==> src/rtl/data_uart_pkg.sv <==
// Shared constants and state encoding for the 80-bit UART packet link.
// Both the transmit serializer and the byte receiver use uart_state_t.
package data_uart_pkg;

    localparam int DEF_CLKS_PER_BIT      = 100;
    localparam int DEF_NBYTES            = 10;
    localparam int DEF_IDLE_TIMEOUT_BITS = 20;

    typedef enum logic [1:0] {
        IDLE  = 2'd0,
        START = 2'd1,
        DATA  = 2'd2,
        STOP  = 2'd3
    } uart_state_t;

    // Counter width able to hold 0..n-1, never narrower than one bit.
    function automatic int cnt_width(input int n);
        return (n > 2) ? $clog2(n) : 1;
    endfunction

endpackage

==> src/rtl/uart_byte_rx.sv <==
// Synchronizer plus single-byte 8N1 receiver. It emits a one-cycle byte_ok
// or frame_err pulse at mid-stop, and reports when it is idle.
module uart_byte_rx
    import data_uart_pkg::*;
#(
    parameter int CLKS_PER_BIT = DEF_CLKS_PER_BIT
) (
    input  logic       clk,
    input  logic       rst,
    input  logic       rx,
    output logic [7:0] byte_data,
    output logic       byte_ok,
    output logic       frame_err,
    output logic       idle
);

    localparam int            CW        = cnt_width(CLKS_PER_BIT);
    localparam logic [CW-1:0] BIT_LAST  = CW'(CLKS_PER_BIT - 1);
    localparam logic [CW-1:0] HALF_LAST = CW'(CLKS_PER_BIT / 2 - 1);

    logic          rx_meta_reg;
    logic          rx_sync_reg;
    logic          rx_prev_reg;
    uart_state_t   state_reg, state_next;
    logic [CW-1:0] cnt_reg, cnt_next;
    logic [2:0]    bit_reg, bit_next;
    logic [7:0]    shift_reg, shift_next;

    // The synchronizer flops reset to the idle-high line level, so leaving
    // reset never looks like a start bit.
    always_ff @(posedge clk) begin
        if (rst) begin
            rx_meta_reg <= 1'b1;
            rx_sync_reg <= 1'b1;
            rx_prev_reg <= 1'b1;
            state_reg   <= IDLE;
            cnt_reg     <= '0;
            bit_reg     <= '0;
            shift_reg   <= '0;
        end else begin
            rx_meta_reg <= rx;
            rx_sync_reg <= rx_meta_reg;
            rx_prev_reg <= rx_sync_reg;
            state_reg   <= state_next;
            cnt_reg     <= cnt_next;
            bit_reg     <= bit_next;
            shift_reg   <= shift_next;
        end
    end

    always_comb begin
        state_next = state_reg;
        cnt_next   = cnt_reg;
        bit_next   = bit_reg;
        shift_next = shift_reg;
        case (state_reg)
            IDLE: begin
                if (!rx_sync_reg && rx_prev_reg) begin
                    state_next = START;
                    cnt_next   = '0;
                end
            end
            START: begin
                if (cnt_reg == HALF_LAST) begin
                    cnt_next   = '0;
                    bit_next   = '0;
                    state_next = rx_sync_reg ? IDLE : DATA;
                end else begin
                    cnt_next = cnt_reg + 1'b1;
                end
            end
            DATA: begin
                if (cnt_reg == BIT_LAST) begin
                    cnt_next   = '0;
                    shift_next = {rx_sync_reg, shift_reg[7:1]};
                    bit_next   = bit_reg + 3'd1;
                    if (bit_reg == 3'd7) begin
                        state_next = STOP;
                    end
                end else begin
                    cnt_next = cnt_reg + 1'b1;
                end
            end
            STOP: begin
                if (cnt_reg == BIT_LAST) begin
                    cnt_next   = '0;
                    state_next = IDLE;
                end else begin
                    cnt_next = cnt_reg + 1'b1;
                end
            end
            default: begin
                state_next = IDLE;
            end
        endcase
    end

    always_comb begin
        byte_ok   = 1'b0;
        frame_err = 1'b0;
        if (state_reg == STOP && cnt_reg == BIT_LAST) begin
            byte_ok   = rx_sync_reg;
            frame_err = !rx_sync_reg;
        end
        idle      = (state_reg == IDLE);
        byte_data = shift_reg;
    end

endmodule

==> src/rtl/data_uart_link.sv <==
// 80-bit word <-> 10-byte 8N1 UART link, MSB byte first on the wire.
// Holds the TX serializer, the RX packet assembler and the partial-packet timeout.
module data_uart_link
    import data_uart_pkg::*;
#(
    parameter int CLKS_PER_BIT      = DEF_CLKS_PER_BIT,
    parameter int NBYTES            = DEF_NBYTES,
    parameter int IDLE_TIMEOUT_BITS = DEF_IDLE_TIMEOUT_BITS
) (
    input  logic                clk,
    input  logic                rst,
    input  logic                RX,
    input  logic [8*NBYTES-1:0] idata,
    input  logic                senddata,
    output logic [8*NBYTES-1:0] odata,
    output logic                datavalid,
    output logic                TX
);

    localparam int            W         = 8 * NBYTES;
    localparam int            CW        = cnt_width(CLKS_PER_BIT);
    localparam logic [CW-1:0] BIT_LAST  = CW'(CLKS_PER_BIT - 1);
    localparam logic [3:0]    BYTE_LAST = 4'(NBYTES - 1);
    localparam int            TO_LIMIT  = IDLE_TIMEOUT_BITS * CLKS_PER_BIT;
    localparam int            TW        = cnt_width(TO_LIMIT);
    localparam logic [TW-1:0] TO_LAST   = TW'(TO_LIMIT - 1);

    // ---------------- TX serializer ----------------
    uart_state_t   tx_state_reg, tx_state_next;
    logic [CW-1:0] tx_cnt_reg, tx_cnt_next;
    logic [2:0]    tx_bit_reg, tx_bit_next;
    logic [3:0]    tx_nbyte_reg, tx_nbyte_next;
    logic [W-1:0]  tx_shift_reg, tx_shift_next;
    logic          tx_reg, tx_next;
    logic [7:0]    tx_cur_byte;

    always_ff @(posedge clk) begin
        if (rst) begin
            tx_state_reg <= IDLE;
            tx_cnt_reg   <= '0;
            tx_bit_reg   <= '0;
            tx_nbyte_reg <= '0;
            tx_shift_reg <= '0;
            tx_reg       <= 1'b1;
        end else begin
            tx_state_reg <= tx_state_next;
            tx_cnt_reg   <= tx_cnt_next;
            tx_bit_reg   <= tx_bit_next;
            tx_nbyte_reg <= tx_nbyte_next;
            tx_shift_reg <= tx_shift_next;
            tx_reg       <= tx_next;
        end
    end

    always_comb begin
        tx_state_next = tx_state_reg;
        tx_cnt_next   = tx_cnt_reg;
        tx_bit_next   = tx_bit_reg;
        tx_nbyte_next = tx_nbyte_reg;
        tx_shift_next = tx_shift_reg;
        case (tx_state_reg)
            IDLE: begin
                if (senddata) begin
                    tx_state_next = START;
                    tx_shift_next = idata;
                    tx_nbyte_next = '0;
                    tx_cnt_next   = '0;
                end
            end
            START: begin
                if (tx_cnt_reg == BIT_LAST) begin
                    tx_cnt_next   = '0;
                    tx_bit_next   = '0;
                    tx_state_next = DATA;
                end else begin
                    tx_cnt_next = tx_cnt_reg + 1'b1;
                end
            end
            DATA: begin
                if (tx_cnt_reg == BIT_LAST) begin
                    tx_cnt_next = '0;
                    tx_bit_next = tx_bit_reg + 3'd1;
                    if (tx_bit_reg == 3'd7) begin
                        tx_state_next = STOP;
                    end
                end else begin
                    tx_cnt_next = tx_cnt_reg + 1'b1;
                end
            end
            STOP: begin
                if (tx_cnt_reg == BIT_LAST) begin
                    tx_cnt_next   = '0;
                    tx_shift_next = {tx_shift_reg[W-9:0], 8'h00};
                    if (tx_nbyte_reg == BYTE_LAST) begin
                        tx_nbyte_next = '0;
                        tx_state_next = IDLE;
                    end else begin
                        tx_nbyte_next = tx_nbyte_reg + 4'd1;
                        tx_state_next = START;
                    end
                end else begin
                    tx_cnt_next = tx_cnt_reg + 1'b1;
                end
            end
            default: begin
                tx_state_next = IDLE;
            end
        endcase
    end

    // The line level is derived from next-state values so TX is a clean
    // flop output yet changes on the same edge as the FSM.
    always_comb begin
        tx_cur_byte = tx_shift_next[W-1 -: 8];
        case (tx_state_next)
            START:   tx_next = 1'b0;
            DATA:    tx_next = tx_cur_byte[tx_bit_next];
            default: tx_next = 1'b1;
        endcase
    end

    assign TX = tx_reg;

    // ---------------- RX packet assembler ----------------
    logic [7:0]    rx_byte;
    logic          rx_byte_ok;
    logic          rx_frame_err;
    logic          rx_idle;
    logic [3:0]    rx_nbyte_reg;
    logic [W-1:0]  pkt_reg;
    logic [W-1:0]  odata_reg;
    logic          datavalid_reg;
    logic [TW-1:0] to_cnt_reg;

    uart_byte_rx #(
        .CLKS_PER_BIT(CLKS_PER_BIT)
    ) u_byte_rx (
        .clk       (clk),
        .rst       (rst),
        .rx        (RX),
        .byte_data (rx_byte),
        .byte_ok   (rx_byte_ok),
        .frame_err (rx_frame_err),
        .idle      (rx_idle)
    );

    // A partial packet is abandoned on a framing error or after the line
    // has sat idle too long; stale bytes in pkt_reg are shifted out later.
    always_ff @(posedge clk) begin
        if (rst) begin
            rx_nbyte_reg  <= '0;
            pkt_reg       <= '0;
            odata_reg     <= '0;
            datavalid_reg <= 1'b0;
            to_cnt_reg    <= '0;
        end else begin
            datavalid_reg <= 1'b0;
            if (rx_frame_err) begin
                rx_nbyte_reg <= '0;
                to_cnt_reg   <= '0;
            end else if (rx_byte_ok) begin
                pkt_reg    <= {pkt_reg[W-9:0], rx_byte};
                to_cnt_reg <= '0;
                if (rx_nbyte_reg == BYTE_LAST) begin
                    odata_reg     <= {pkt_reg[W-9:0], rx_byte};
                    datavalid_reg <= 1'b1;
                    rx_nbyte_reg  <= '0;
                end else begin
                    rx_nbyte_reg <= rx_nbyte_reg + 4'd1;
                end
            end else if (rx_idle && rx_nbyte_reg != 4'd0) begin
                if (to_cnt_reg == TO_LAST) begin
                    rx_nbyte_reg <= '0;
                    to_cnt_reg   <= '0;
                end else begin
                    to_cnt_reg <= to_cnt_reg + 1'b1;
                end
            end else begin
                to_cnt_reg <= '0;
            end
        end
    end

    assign odata     = odata_reg;
    assign datavalid = datavalid_reg;

endmodule

==> config.mk <==
export PLATFORM = sky130hd
export DESIGN_NAME = data_uart_link
export DESIGN_NICKNAME = d
export VERILOG_FILES = /design/src/rtl/data_uart_pkg.sv /design/src/rtl/uart_byte_rx.sv /design/src/rtl/data_uart_link.sv
export SDC_FILE = /design/constraint.sdc
export NUM_CORES = 1
export LEC_CHECK = 0
export CAP_MARGIN = 20
export CORE_ASPECT_RATIO = 0.5
export CORE_MARGIN = 4
export CORE_UTILIZATION = 35
export CTS_CLUSTER_SIZE = 24
export DETAILED_ROUTE_END_ITERATION = 7
export GPL_TIMING_DRIVEN = 0
export SLEW_MARGIN = 20
export SYNTH_ARGS = -nofsm -noshare
export SYNTH_HDL_FRONTEND = slang
export SYNTH_SLANG_ARGS = --single-unit
export TNS_END_PERCENT = 20
==> constraint.sdc <==
create_clock -name clk -period 6.3 [get_ports clk]
set_clock_uncertainty 0.15 [all_clocks]
set_input_delay 1.89 -clock clk [delete_from_list [all_inputs] [get_ports clk]]
set_output_delay 1.89 -clock clk [all_outputs]
set_load 0.01 [all_outputs]
==> metrics.csv <==
metric,value,unit
area_growth,27.4,%
startpoint_type,input port,
crit_required,6610,ps
syn_avg_cell_area,8.22,sq um
start_util,36.3,%
power_density,274,nW/um^2
wl_per_cell,15.7,um
fin_ws,2280,ps
yosys_warnings,0,
dp_cells,1951,
clock_latency,550,ps
crit_top_cell,clkbuf_1,
fmax,0.249,GHz
end_kind,register,
cts_tree,done,
hpwlAfterDp,23.0,mm
cp.depth,7,
dieArea,35100,sq um
grt_pass1_vias,10200,
fin_crit_sh,63.8,%
syn_nets,1466,
wl,31.4,mm
cpMaxStageDelayCell,clkdlybuf4s50_1,
grt_pass1_wl,51.3,mm
antenna_found_initial,0,
power,0.00391,W
timing.critical_path.cells,clkdlybuf4s50_1 -> and3_1 -> clkbuf_1 -> clkbuf_1 -> buf_1 -> a221oi_1 -> nor3_1,
power.leakage,4.89,nW
worst_pin_slew,930,ps
first_pass_iters,5,
dp_slack,1690,ps
ctsResizeCount,0,
grt_setup_unrepaired,false,
clk_pin_slew,70,ps
cts.sinks,288,
period_needed,4020,ps
synth_edf_count,0,
relSlewSlack,37.6,%
setup_violations,0,
cap_violations,0,
ys_ff_latch,288,
crit_family,buffers and inverters,
grt_max_degree,15,
drt_iter0_drc,690,
top_usage_layer,met2,
postCtsSetupBuffers,0,
htree_levels,1,
num-nets-final,1659,
drv_slew,0,
grt_util_met3,3.39,%
min_path_cells,1,
syn_inst,1364,
gp_congestion,0.844,
final_hold_viol_count,0,
synthArstFlopShare,0,%
synth-seq-area-share,51.5,%
io_pins,166,
ys.flop_type,dfxtp_1,
syn_area,11200,sq um
core_area,30900,sq um
clockRootBuffer,clkbuf_16,
critical_path_buf_inv_count,4,
synth_cell_types,60,
min_from,u_byte_rx.rx_meta_reg,
vias_per_cell,5.13,
worstSetupStartpoint,senddata,
via_count,10300,
cp_slowest_stage_delay,620,ps
fin_cells,1999,
cp.arrival,4330,ps
die_height,135,um
finish.utilization,46.2,%
die_w,261,um
layout-drive-gt1-share,5.14,%
antenna_cells,0,
hp-class,register to register,
status,"complete, no violations",
clock_path_buffers,3,
grt_overflow,0,
placement.io_buffers,164,
cts_hold_buf,0,
numCtsBuffers,27,
drc_errors,0,
num_rows,45,
timing.rr.start,tx_state_reg[0],
grt.met1_usage,22.8,%
crit_type,input port to register,
fin_setup_tns,0,ps
grtUsageMet2,30.1,%
ant_nets,0,
ff2ff_path_depth,10,
critPathMaxFanout,10,
grt.total_usage,17.5,%
peakVddDrop,0.198,mV
## layout make-up
class,count,area (sq um)
clock inverters,10,104
well taps,423,529
clock buffers,38,797
plain buffers,103,417
repair buffers,164,1640
fillers,3015,16600
multi-input cells,959,4970
flip-flops and latches,288,5770
inverters,14,52.6
## metal layers
layer	up-vias	part of all wire, %
li1	5093	-
met1	4872	45
met3	55	5.1
met4	0	2.3
met2	238	47
met5	-	0
## worst paths after layout
kind / slack [ps] / endpoint
worst max-delay path: 2280 / tx_shift_reg[70]
worst max register to register: 3190 / tx_shift_reg[70]
worst min register to register: 260 / u_byte_rx.rx_sync_reg
worst min-delay path: 260 / u_byte_rx.rx_sync_reg
## cells in the mapped netlist, types with 3 or more instances
library cell | number | area (sq um)
buf_2 | 24 | 120
nand2b_1 | 6 | 37.5
a211oi_1 | 3 | 22.5
nor3_1 | 71 | 355
clkbuf_1 | 76 | 285
or2_2 | 4 | 25.0
a21boi_0 | 4 | 30.0
xnor2_1 | 4 | 35.0
nor2_1 | 122 | 458
inv_1 | 14 | 52.6
a22o_1 | 3 | 26.3
nor3b_1 | 4 | 30.0
xor2_1 | 6 | 52.6
mux2i_1 | 9 | 90.1
nor2b_1 | 9 | 56.3
dfxtp_1 | 288 | 5770
ha_1 | 18 | 225
nand3_1 | 21 | 105
o21ai_0 | 20 | 100
and3_1 | 8 | 50.1
or3_1 | 8 | 50.1
nand3b_1 | 4 | 30.0
buf_1 | 3 | 11.3
a21oi_1 | 190 | 951
nand2_1 | 328 | 1230
a22oi_1 | 7 | 52.6
a221oi_1 | 65 | 569
a31oi_1 | 3 | 18.8
## stage by stage
stage,hold slack [ps],instance area [sq um]
finish,255,14300
global placement,249,13400
global route,265,14300
CTS,259,14300
detailed placement,248,13400
floorplan,239,11200
## kinds of logic after synthesis
group | synth area share [%]
flip-flops | 51.5
buffers and inverters | 4.19
multiplexers | 0.904
XOR/XNOR | 0.782
AO/OA/AOI/OAI | 17.7
AND/OR/NAND/NOR | 23.0
adder cells (fa/ha/maj) | 2.01
## layout by cell type (no fill, tap or decap), drive strengths merged, types with 6 or more instances in the layout
cell type and n:
clkdlybuf4s50 164, xor2 6, inv 15, clkinv 7, nor2b 9, a21oi 190
or3 8, a22oi 7, nand2b 6, nor2 122, buf 27, ha 18
nand2 328, dfxtp 288, o21ai 21, nor3 73, nand3 21, mux2i 9
clkbuf 114, a221oi 65, and3 8
## power breakdown
group | switching [W] | internal, W | total (W) | leakage [nW]
clock | 0.000699 | 0.000960 | 0.00166 | 0.454
combinational | 0.000191 | 0.000143 | 0.000334 | 2.10
sequential | 0.0000357 | 0.00188 | 0.00191 | 2.33
total | 0.000925 | 0.00298 | 0.00391 | 4.89
No activity file was read; power rests on OpenSTA's default activity.
